$ cat src/rtl/posit_extract_pkg.sv
// posit_defines: shared constants and the serialized value record used by the
// posit decoder and the arithmetic stages it feeds.
//   NBITS                      posit word width
//   ES                         exponent field width
//   FBITS                      fraction width including the hidden bit
//   POSIT_SERIALIZED_WIDTH_ES2 width of the serialized value bus
//   value_t / pack()           {sgn, scale[7:0], fraction[27:0], inf, zero}
package posit_defines;

  localparam int NBITS = 32;
  localparam int ES    = 2;
  localparam int FBITS = NBITS - ES - 2;
  localparam int POSIT_SERIALIZED_WIDTH_ES2 = 39;

  typedef struct packed {
    logic             sgn;
    logic [7:0]       scale;
    logic [FBITS-1:0] fraction;
    logic             inf;
    logic             zero;
  } value_t;

  function automatic logic [POSIT_SERIALIZED_WIDTH_ES2-1:0] pack(input value_t v);
    return {v.sgn, v.scale, v.fraction, v.inf, v.zero};
  endfunction

endpackage

$ cat src/rtl/posit_regime_count.sv
// posit_regime_count: combinational regime decoder.
//   abs_i  magnitude bits [30:0] of the posit (sign already removed)
//   m_o    regime run length, 1..31 (31 means no terminating bit)
//   rem_o  bits after the terminator, left-aligned, zero-filled
module posit_regime_count (
  input  logic [30:0] abs_i,
  output logic [4:0]  m_o,
  output logic [28:0] rem_o
);

  logic found;

  always_comb begin
    m_o   = 5'd31;
    found = 1'b0;
    for (int i = 29; i >= 0; i--) begin
      if (!found && (abs_i[i] != abs_i[30])) begin
        m_o   = 5'(30 - i);
        found = 1'b1;
      end
    end
  end

  // With m=1 the remainder is exactly abs[28:0]; each extra regime bit
  // shifts it one place further left. Large m shifts everything out.
  assign rem_o = abs_i[28:0] << (m_o - 5'd1);

endmodule

$ cat src/rtl/posit_extract.sv
// posit_extract: two-stage pipelined decoder from a 32-bit posit (es=2) to the
// serialized value format {sgn, scale, fraction, inf, zero}.
//   clk, reset          clock and asynchronous active-high reset
//   in_data/valid/ready input word handshake
//   out_data/valid/ready serialized output handshake, full backpressure
// Optional build macro POSIT_EXTRACT_STATS_EN adds saturating transfer
// counters stat_total, stat_zero, stat_inf as output ports.
import posit_defines::*;

module posit_extract (
  input  logic                                  clk,
  input  logic                                  reset,
  input  logic [NBITS-1:0]                      in_data,
  input  logic                                  in_valid,
  output logic                                  in_ready,
  output logic [POSIT_SERIALIZED_WIDTH_ES2-1:0] out_data,
  output logic                                  out_valid,
  input  logic                                  out_ready
`ifdef POSIT_EXTRACT_STATS_EN
  ,
  output logic [31:0]                           stat_total,
  output logic [31:0]                           stat_zero,
  output logic [31:0]                           stat_inf
`endif
);

  logic        advance;
  logic        s1_load;

  logic        s1_valid_q;
  logic        s1_sgn_q,  s1_sgn_d;
  logic        s1_zero_q, s1_zero_d;
  logic        s1_inf_q,  s1_inf_d;
  logic [30:0] s1_abs_q,  s1_abs_d;

  logic        out_valid_q;
  logic [POSIT_SERIALIZED_WIDTH_ES2-1:0] out_data_q, out_data_d;

  logic [4:0]  m;
  logic [28:0] rem;
  logic [7:0]  k8;
  value_t      v;

  assign advance  = ~out_valid_q | out_ready;
  assign s1_load  = ~s1_valid_q | advance;
  assign in_ready = s1_load;

  // Only the low 31 bits of the magnitude are kept: bit 31 is set solely
  // for the inf pattern, which is flagged separately.
  always_comb begin
    s1_sgn_d  = in_data[31];
    s1_zero_d = (in_data == 32'h0000_0000);
    s1_inf_d  = (in_data == 32'h8000_0000);
    s1_abs_d  = in_data[31] ? (~in_data[30:0] + 31'd1) : in_data[30:0];
  end

  always_ff @(posedge clk or posedge reset) begin
    if (reset) begin
      s1_valid_q <= 1'b0;
      s1_sgn_q   <= 1'b0;
      s1_zero_q  <= 1'b0;
      s1_inf_q   <= 1'b0;
      s1_abs_q   <= '0;
    end else if (s1_load) begin
      s1_valid_q <= in_valid;
      if (in_valid) begin
        s1_sgn_q  <= s1_sgn_d;
        s1_zero_q <= s1_zero_d;
        s1_inf_q  <= s1_inf_d;
        s1_abs_q  <= s1_abs_d;
      end
    end
  end

  posit_regime_count u_regime (
    .abs_i (s1_abs_q),
    .m_o   (m),
    .rem_o (rem)
  );

  always_comb begin
    k8 = s1_abs_q[30] ? ({3'b000, m} - 8'd1) : (8'd0 - {3'b000, m});
    v  = '0;
    if (s1_inf_q) begin
      v.inf = 1'b1;
    end else if (s1_zero_q) begin
      v.zero = 1'b1;
    end else begin
      v.sgn      = s1_sgn_q;
      v.scale    = {k8[5:0], 2'b00} + {6'b000000, rem[28:27]};
      v.fraction = {1'b1, rem[26:0]};
    end
    out_data_d = pack(v);
  end

  // out_data only changes when a new word moves in, so it holds while
  // stalled and keeps its last value once the pipe drains.
  always_ff @(posedge clk or posedge reset) begin
    if (reset) begin
      out_valid_q <= 1'b0;
      out_data_q  <= '0;
    end else if (advance) begin
      out_valid_q <= s1_valid_q;
      if (s1_valid_q) begin
        out_data_q <= out_data_d;
      end
    end
  end

  assign out_valid = out_valid_q;
  assign out_data  = out_data_q;

`ifdef POSIT_EXTRACT_STATS_EN
  logic        out_fire;
  logic [31:0] stat_total_q, stat_zero_q, stat_inf_q;

  assign out_fire = out_valid_q & out_ready;

  always_ff @(posedge clk or posedge reset) begin
    if (reset) begin
      stat_total_q <= '0;
      stat_zero_q  <= '0;
      stat_inf_q   <= '0;
    end else if (out_fire) begin
      if (stat_total_q != 32'hFFFF_FFFF) stat_total_q <= stat_total_q + 32'd1;
      if (out_data_q[0] && (stat_zero_q != 32'hFFFF_FFFF)) stat_zero_q <= stat_zero_q + 32'd1;
      if (out_data_q[1] && (stat_inf_q != 32'hFFFF_FFFF))  stat_inf_q  <= stat_inf_q + 32'd1;
    end
  end

  assign stat_total = stat_total_q;
  assign stat_zero  = stat_zero_q;
  assign stat_inf   = stat_inf_q;
`endif

endmodule
$ cat config.mk
export PLATFORM = sky130hd
export DESIGN_NAME = posit_extract
export DESIGN_NICKNAME = d
export VERILOG_FILES = /design/src/rtl/posit_extract_pkg.sv /design/src/rtl/posit_regime_count.sv /design/src/rtl/posit_extract.sv
export SDC_FILE = /design/constraint.sdc
export NUM_CORES = 1
export LEC_CHECK = 0
export BUFFER_PORTS_ARGS = -buffer_cell sky130_fd_sc_hd__buf_2
export CORE_UTILIZATION = 45
export CTS_CLUSTER_DIAMETER = 60
export DETAILED_ROUTE_END_ITERATION = 10
export PLACE_DENSITY_LB_ADDON = 0.25
export SLEW_MARGIN = 10
export SYNTH_ARGS = -nofsm -noshare
export SYNTH_HDL_FRONTEND = slang
export SYNTH_SLANG_ARGS = --single-unit
$ cat constraint.sdc
create_clock -name clk -period 4.1 [get_ports clk]
set_input_delay 0.82 -clock clk [delete_from_list [all_inputs] [get_ports clk]]
set_output_delay 0.82 -clock clk [all_outputs]
set_load 0.01 [all_outputs]
# Word level (Yosys, flattened, before mapping)
# Cells that the tools add are included.
totals:
  regBits: 75
classes:
  n_addsub: 5
  eq_ne: 31
  shifts: 1
  n_mux: 66
  bitwise_logic: 5
  n_reduce_logical: 61
op_table:
  columns: ["operator", "n"]
  rows:
  - ["$mux W5", 30]
  - ["$mux W37", 2]
  - ["$eq A32 B32 Y1 const B", 1]
  - ["$logic_not A32 Y1", 1]
  - ["$mux W1", 32]
  - ["$add A31 B1 Y31 const B", 1]
  - ["$mux W31", 1]
  - ["$not A31 Y31", 1]
  - ["$ne A1 B1 Y1", 30]
  - ["$logic_and A1 B1 Y1", 29]
  - ["$logic_not A1 Y1", 29]
  - ["$shl A29 B5 Y29", 1]
  - ["$add A8 B2 Y8", 1]
  - ["$mux W6", 1]
  - ["$sub A1 B5 Y6 const A", 1]
  - ["$sub A5 B1 Y6 const B", 1]
  - ["$sub A5 B1 Y5 const B", 1]
  - ["$reduce_and A2 Y1", 2]
  - ["$not A1 Y1", 2]
  - ["$or A1 B1 Y1", 2]

# Longest topological paths before layout
depth:
  word_depth: 94
  mapped_depth: 21
  ltp_nobuf: 16

# By module
# From an unflattened synthesis, not the netlist that was laid out.
hier_totals:
  cells_unflattened: 654
  area_unflattened_um2: 6326.1
by_module_without_submodules:
  columns: ["module", "n_inst", "cells_per_inst", "area_each_um2", "seq_area_each_um2"]
  rows:
  - ["posit_extract", 1, 334, 3558.4, 1876.8]
  - ["posit_regime_count", 1, 320, 2767.7, 0.0]

# Least setup slack after synthesis
# Ideal clock, no wire load.
synth_path:
  kind: "flip-flop to flip-flop"
  startpoint: "register s1_abs_q[30]"
  endpoint: "register out_data_q[23] (netlist: out_data[23])"
  setup_ns: 0.124
  arrival_time_ns: 3.711
  required_time_ns: 3.976
  setup_slack_ns: 0.265
  path_stages_with_launch: 17
  n_path_buf: 4
  period_less_slack_ns: 3.835
  cell_sequence: "dfrtp_1 > buf_6 > or4_4 > o22ai_4 > and4_1 > o21ai_2 > and2_4 > inv_4 > buf_6 > ha_1 > clkbuf_1 > inv_1 > clkbuf_1 > mux4_2 > a22oi_2 > o22ai_1 > a211o_1"
synth_between:
  elab_chain_cells: 93
  word_cells_on_any_way: 151
synth_rtl:
  columns: ["item", "line", "text"]
  rows:
  - ["start: declaration", "posit_extract.sv:34", "logic [30:0] s1_abs_q, s1_abs_d;"]
  - ["start signal: assignment", "posit_extract.sv:70", "s1_abs_q <= s1_abs_d;"]
  - ["$ne A1 B1 Y1", "posit_regime_count.sv:17", "if (!found && (abs_i[i] != abs_i[30])) begin"]
  - ["$mux W1", "posit_regime_count.sv:17", null]
  - ["$logic_not A1 Y1", "posit_regime_count.sv:17", null]
  - ["$logic_and A1 B1 Y1", "posit_regime_count.sv:17", null]
  - ["$mux W1", "posit_regime_count.sv:17", null]
  - ["$logic_not A1 Y1", "posit_regime_count.sv:17", null]
  - ["$logic_and A1 B1 Y1", "posit_regime_count.sv:17", null]
  - ["$mux W1", "posit_regime_count.sv:17", null]
  - ["[... 77 more ...]", null, null]
  - ["$mux W1", "posit_regime_count.sv:17", null]
  - ["$logic_not A1 Y1", "posit_regime_count.sv:17", null]
  - ["$logic_and A1 B1 Y1", "posit_regime_count.sv:17", null]
  - ["$mux W5 *", "posit_regime_count.sv:17", null]
  - ["$sub A5 B1 Y5 *", "posit_regime_count.sv:26", "assign rem_o = abs_i[28:0] << (m_o - 5'd1);"]
  - ["$shl A29 B5 Y29 *", "posit_regime_count.sv:26", null]
  - ["$mux W37 *", "posit_extract.sv:86", "end else if (s1_zero_q) begin"]
  - ["$mux W37 *", "posit_extract.sv:84", "if (s1_inf_q) begin"]
  - ["end signal: assignment", "posit_extract.sv:105", "out_data_q <= out_data_d;"]
  - ["end: declaration", "posit_extract.sv:37", "logic [POSIT_SERIALIZED_WIDTH_ES2-1:0] out_data_q, out_data_d;"]
# Every way passes the cells marked *; elsewhere a longest branch is shown, timed or not.
# A chain may end at the register's enable or synchronous reset.

# Worst setup path in the final report
layout_path:
  startpoint: "register s1_abs_q[30]"
  endpoint: "register out_data_q[28] (netlist: out_data[28])"
# Same word-level chain as after synthesis.

==> impl_metrics.toml <==
[detailed_routing]
drt_wl_total_um = 14500
vias_per_cell = 5.77
drtPass1Iterations = 4
antenna_left = 0
wire_per_inst_um = 17.0
vias = 4907
drtIter0Drc = 310
drc_errors = 0

[critical_path]
critPathLaunchType = "register"
timing.rr.start = "s1_abs_q[30]"
timing.rr.end = "out_data[28]"
cp-startpoint = "s1_abs_q[30]"
path_buf_inv = 4
r2r_cells = 14
max_stage_delay_ns = 0.55
r2r_slack_ns = 0.19
cp_max_fo = 21
crit_family = "simple AND/OR/NAND/NOR gates"
cp_slowest_cell = "or4_4"
path_cells = "buf_12 -> or4_4 -> o22ai_4 -> and4_1 -> o21ai_2 -> and2_4 -> inv_4 -> ha_1 -> inv_1 -> buf_12 -> mux4_2 -> mux2i_1 -> mux2i_1 -> a221o_1"
cp.arrival_ns = 4.13
required_ns = 4.33
worst-setup-path-type = "reg2reg"
endpoint_kind = "register"

[sta]
period_share_pct = 95.2
fmax_ghz = 0.256
hold_violations = 0
slew_violations = 0
rsz0062_at_grt = "false"
fin_tns_setup_ns = 0
fin_worst_skew_ns = 0.00750
tightestPinTransition_ns = 0.704
min_period_ns = 3.91
setup_viol = 0
slew_headroom_pct = 52.8

[synth]
synth_flop_cell = "dfrtp_1"
synth_most_common_cell = "nand2_1"
synth_top_area_share_pct = 33.2
ys_types = 76
netlist_instances = 609
ys_seq_area_share_pct = 33.2
synth_area_leaders = "dfrtp_1 33%, mux4_2 9.2%, nand2_1 5.8%"
async_flop_share_pct = 100
synth_edf_count = 0
synth_area_mm2 = 0.00565
ys_top_cells_by_count = "88 x nand2_1, 75 x dfrtp_1, 63 x o21ai_0, 30 x xor2_1, 26 x clkbuf_1"
yosysTopAreaCell = "dfrtp_1"
yosysWarningCount = 0
syn-num-nets = 647
synth.avg_cell_area_um2 = 9.27
ys_ff_latch = 75

[floorplan]
fp.dieW_um = 114
rows = 40
die_area_mm2 = 0.0130
fp.dieH_um = 114
io-pin-count = 77
core_area_mm2 = 0.0121
initial_core_util_pct = 46.6

[clock_network]
cts_sinks = 75
clockBufferDepth = 2
cts_tree = "built"
cts.htree.levels = 3
cts_hold_buf = 0
path_clk_slew_ns = 0.06
clock_latency_ns = 0.34
numCtsBuffers = 9
cts-root-buf = "clkbuf_16"

[worst_hold_path]
min_path_cells = 2
hold-path-endpoint = "out_data[8]"
worstHoldStart = "out_data[8]"
hold_class = "reg2reg"

[layout]
n_antenna_cell = 0
final_util_pct = 54.3
n_fill_cell = 1155
drive_above_1_share_pct = 27.2
area_growth_pct = 16.5
final_cells = 851
num-nets-final = 717

[global_routing]
grt_pass1_wl_um = 23800
grt_util_all_layers_pct = 23.3
antenna_found_initial = 0
grt_overflow = 0
grt_start_max_net_pins = 67
grt_pass1_vias = 4598

[placement]
dpl.cell_count = 832
portBuffers = 76
routabilityCongestion = 0.899
hpwl_um = 11200

[pwr]
ir_drop_mv = 0.193
p_leak_nw = 2.90
powerDensity_mw_per_mm2 = 598

[run_status]
outcome = "completed"

[job]
drv_cap = 0
per-layer routing:
layer / GRT usage [%] / vias to the layer above / share of wire, %
li1: - / 2398 / -
met1: 32.3 / 2337 / 47
met2: 37.1 / 147 / 47
met3: 2.71 / 25 / 4.3
met4: 9.26 / 0 / 2.5
met5: 0 / - / 0
area by class of cell:
class	instances	area (um2)	area share [%]
multi-input combinational	468	3470	52.7
tap	168	210	3.19
clock inverter	6	57.6	0.874
inverter	17	66.3	1.01
timing repair buffer	108	674	10.2
clock buffer	9	225	3.42
sequential	75	1880	28.5
worst max-delay path by stage:
stage                         to  slack [ns]  cells past startpoint
floorplan           out_data[23]        0.27                     16
global placement    out_data[28]        0.14                     12
detailed placement  out_data[28]        0.13                     14
CTS                 out_data[28]        0.12                     14
global route        out_data[31]        0.05                     16
finish              out_data[28]        0.19                     14
stage by stage:
| step | total power [mW] | worst slack, ns | area, um2 | hold WS (ns) |
|---|---|---|---|---|
| 2_1_floorplan | 2.51 | 0.265 | 5650 | 0.447 |
| 3_3_place_gp | 3.10 | 0.139 | 6240 | 0.458 |
| 3_5_place_dp | 3.13 | 0.134 | 6240 | 0.466 |
| 4_1_cts | 3.90 | 0.120 | 6530 | 0.478 |
| 5_1_grt | 4.18 | 0.0525 | 6580 | 0.493 |
| 6_report | 3.93 | 0.195 | 6580 | 0.472 |
where the power goes:
group / switching, mW / internal (mW)
sequential: 0.196 / 0.939
combinational: 1.05 / 0.982
clock: 0.302 / 0.463
total: 1.55 / 2.38
registers in the layout, indices dropped and copies added, names as in the netlist:
signal / count
out_data: 39
s1_valid_q: 1
s1_zero_q: 1
s1_inf_q: 1
s1_abs_q: 31
s1_sgn_q: 1
out_valid: 1
cell families (layout without fill, tap and decap cells):
| logic type | count (synthesis) | after routing | synth area share [%] |
|---|---|---|---|
| buf+inv | 66 | 140 | 5.65 |
| xor+xnor | 36 | 36 | 5.72 |
| fa+ha+maj | 2 | 2 | 0.443 |
| simple gates | 203 | 203 | 18.0 |
| flops | 75 | 75 | 33.2 |
| compound gates | 171 | 171 | 21.4 |
| mux | 56 | 56 | 15.6 |
placed cells by master, fill, tap and decap left out, drive strengths merged, types with 4 or more instances in the layout:
cell	instances
clkbuf	9
nand2	89
o41ai	7
mux2i	21
inv	17
dfrtp	75
nor3	8
nand3	13
a2bb2oi	5
xor2	30
a21oi	13
or2	4
nand2b	14
clkinv	4
xnor2	6
a22oi	4
or4	10
and2	7
a22o	5
o21ai	71
nor2b	5
o31ai	11
mux2	11
nand4	10
a31oi	7
or3	9
mux4	24
nor4	4
buf	108
o22ai	9
o211ai	4
o221ai	8
nor2	22
tightest hold or removal path, cell delays in order, from the launching register on:
cell	delay, ns
dfrtp_1	0.34
nand2_1	0.04
o21ai_0	0.06
repair_timing:
| item | in CTS | in global routing |
|---|---|---|
| setup endpoints to repair | 0 | 26 |
| setup buffers | 0 | 4 |
| gates resized for setup | 0 | 4 |
(Power assumes the default switching activity.)
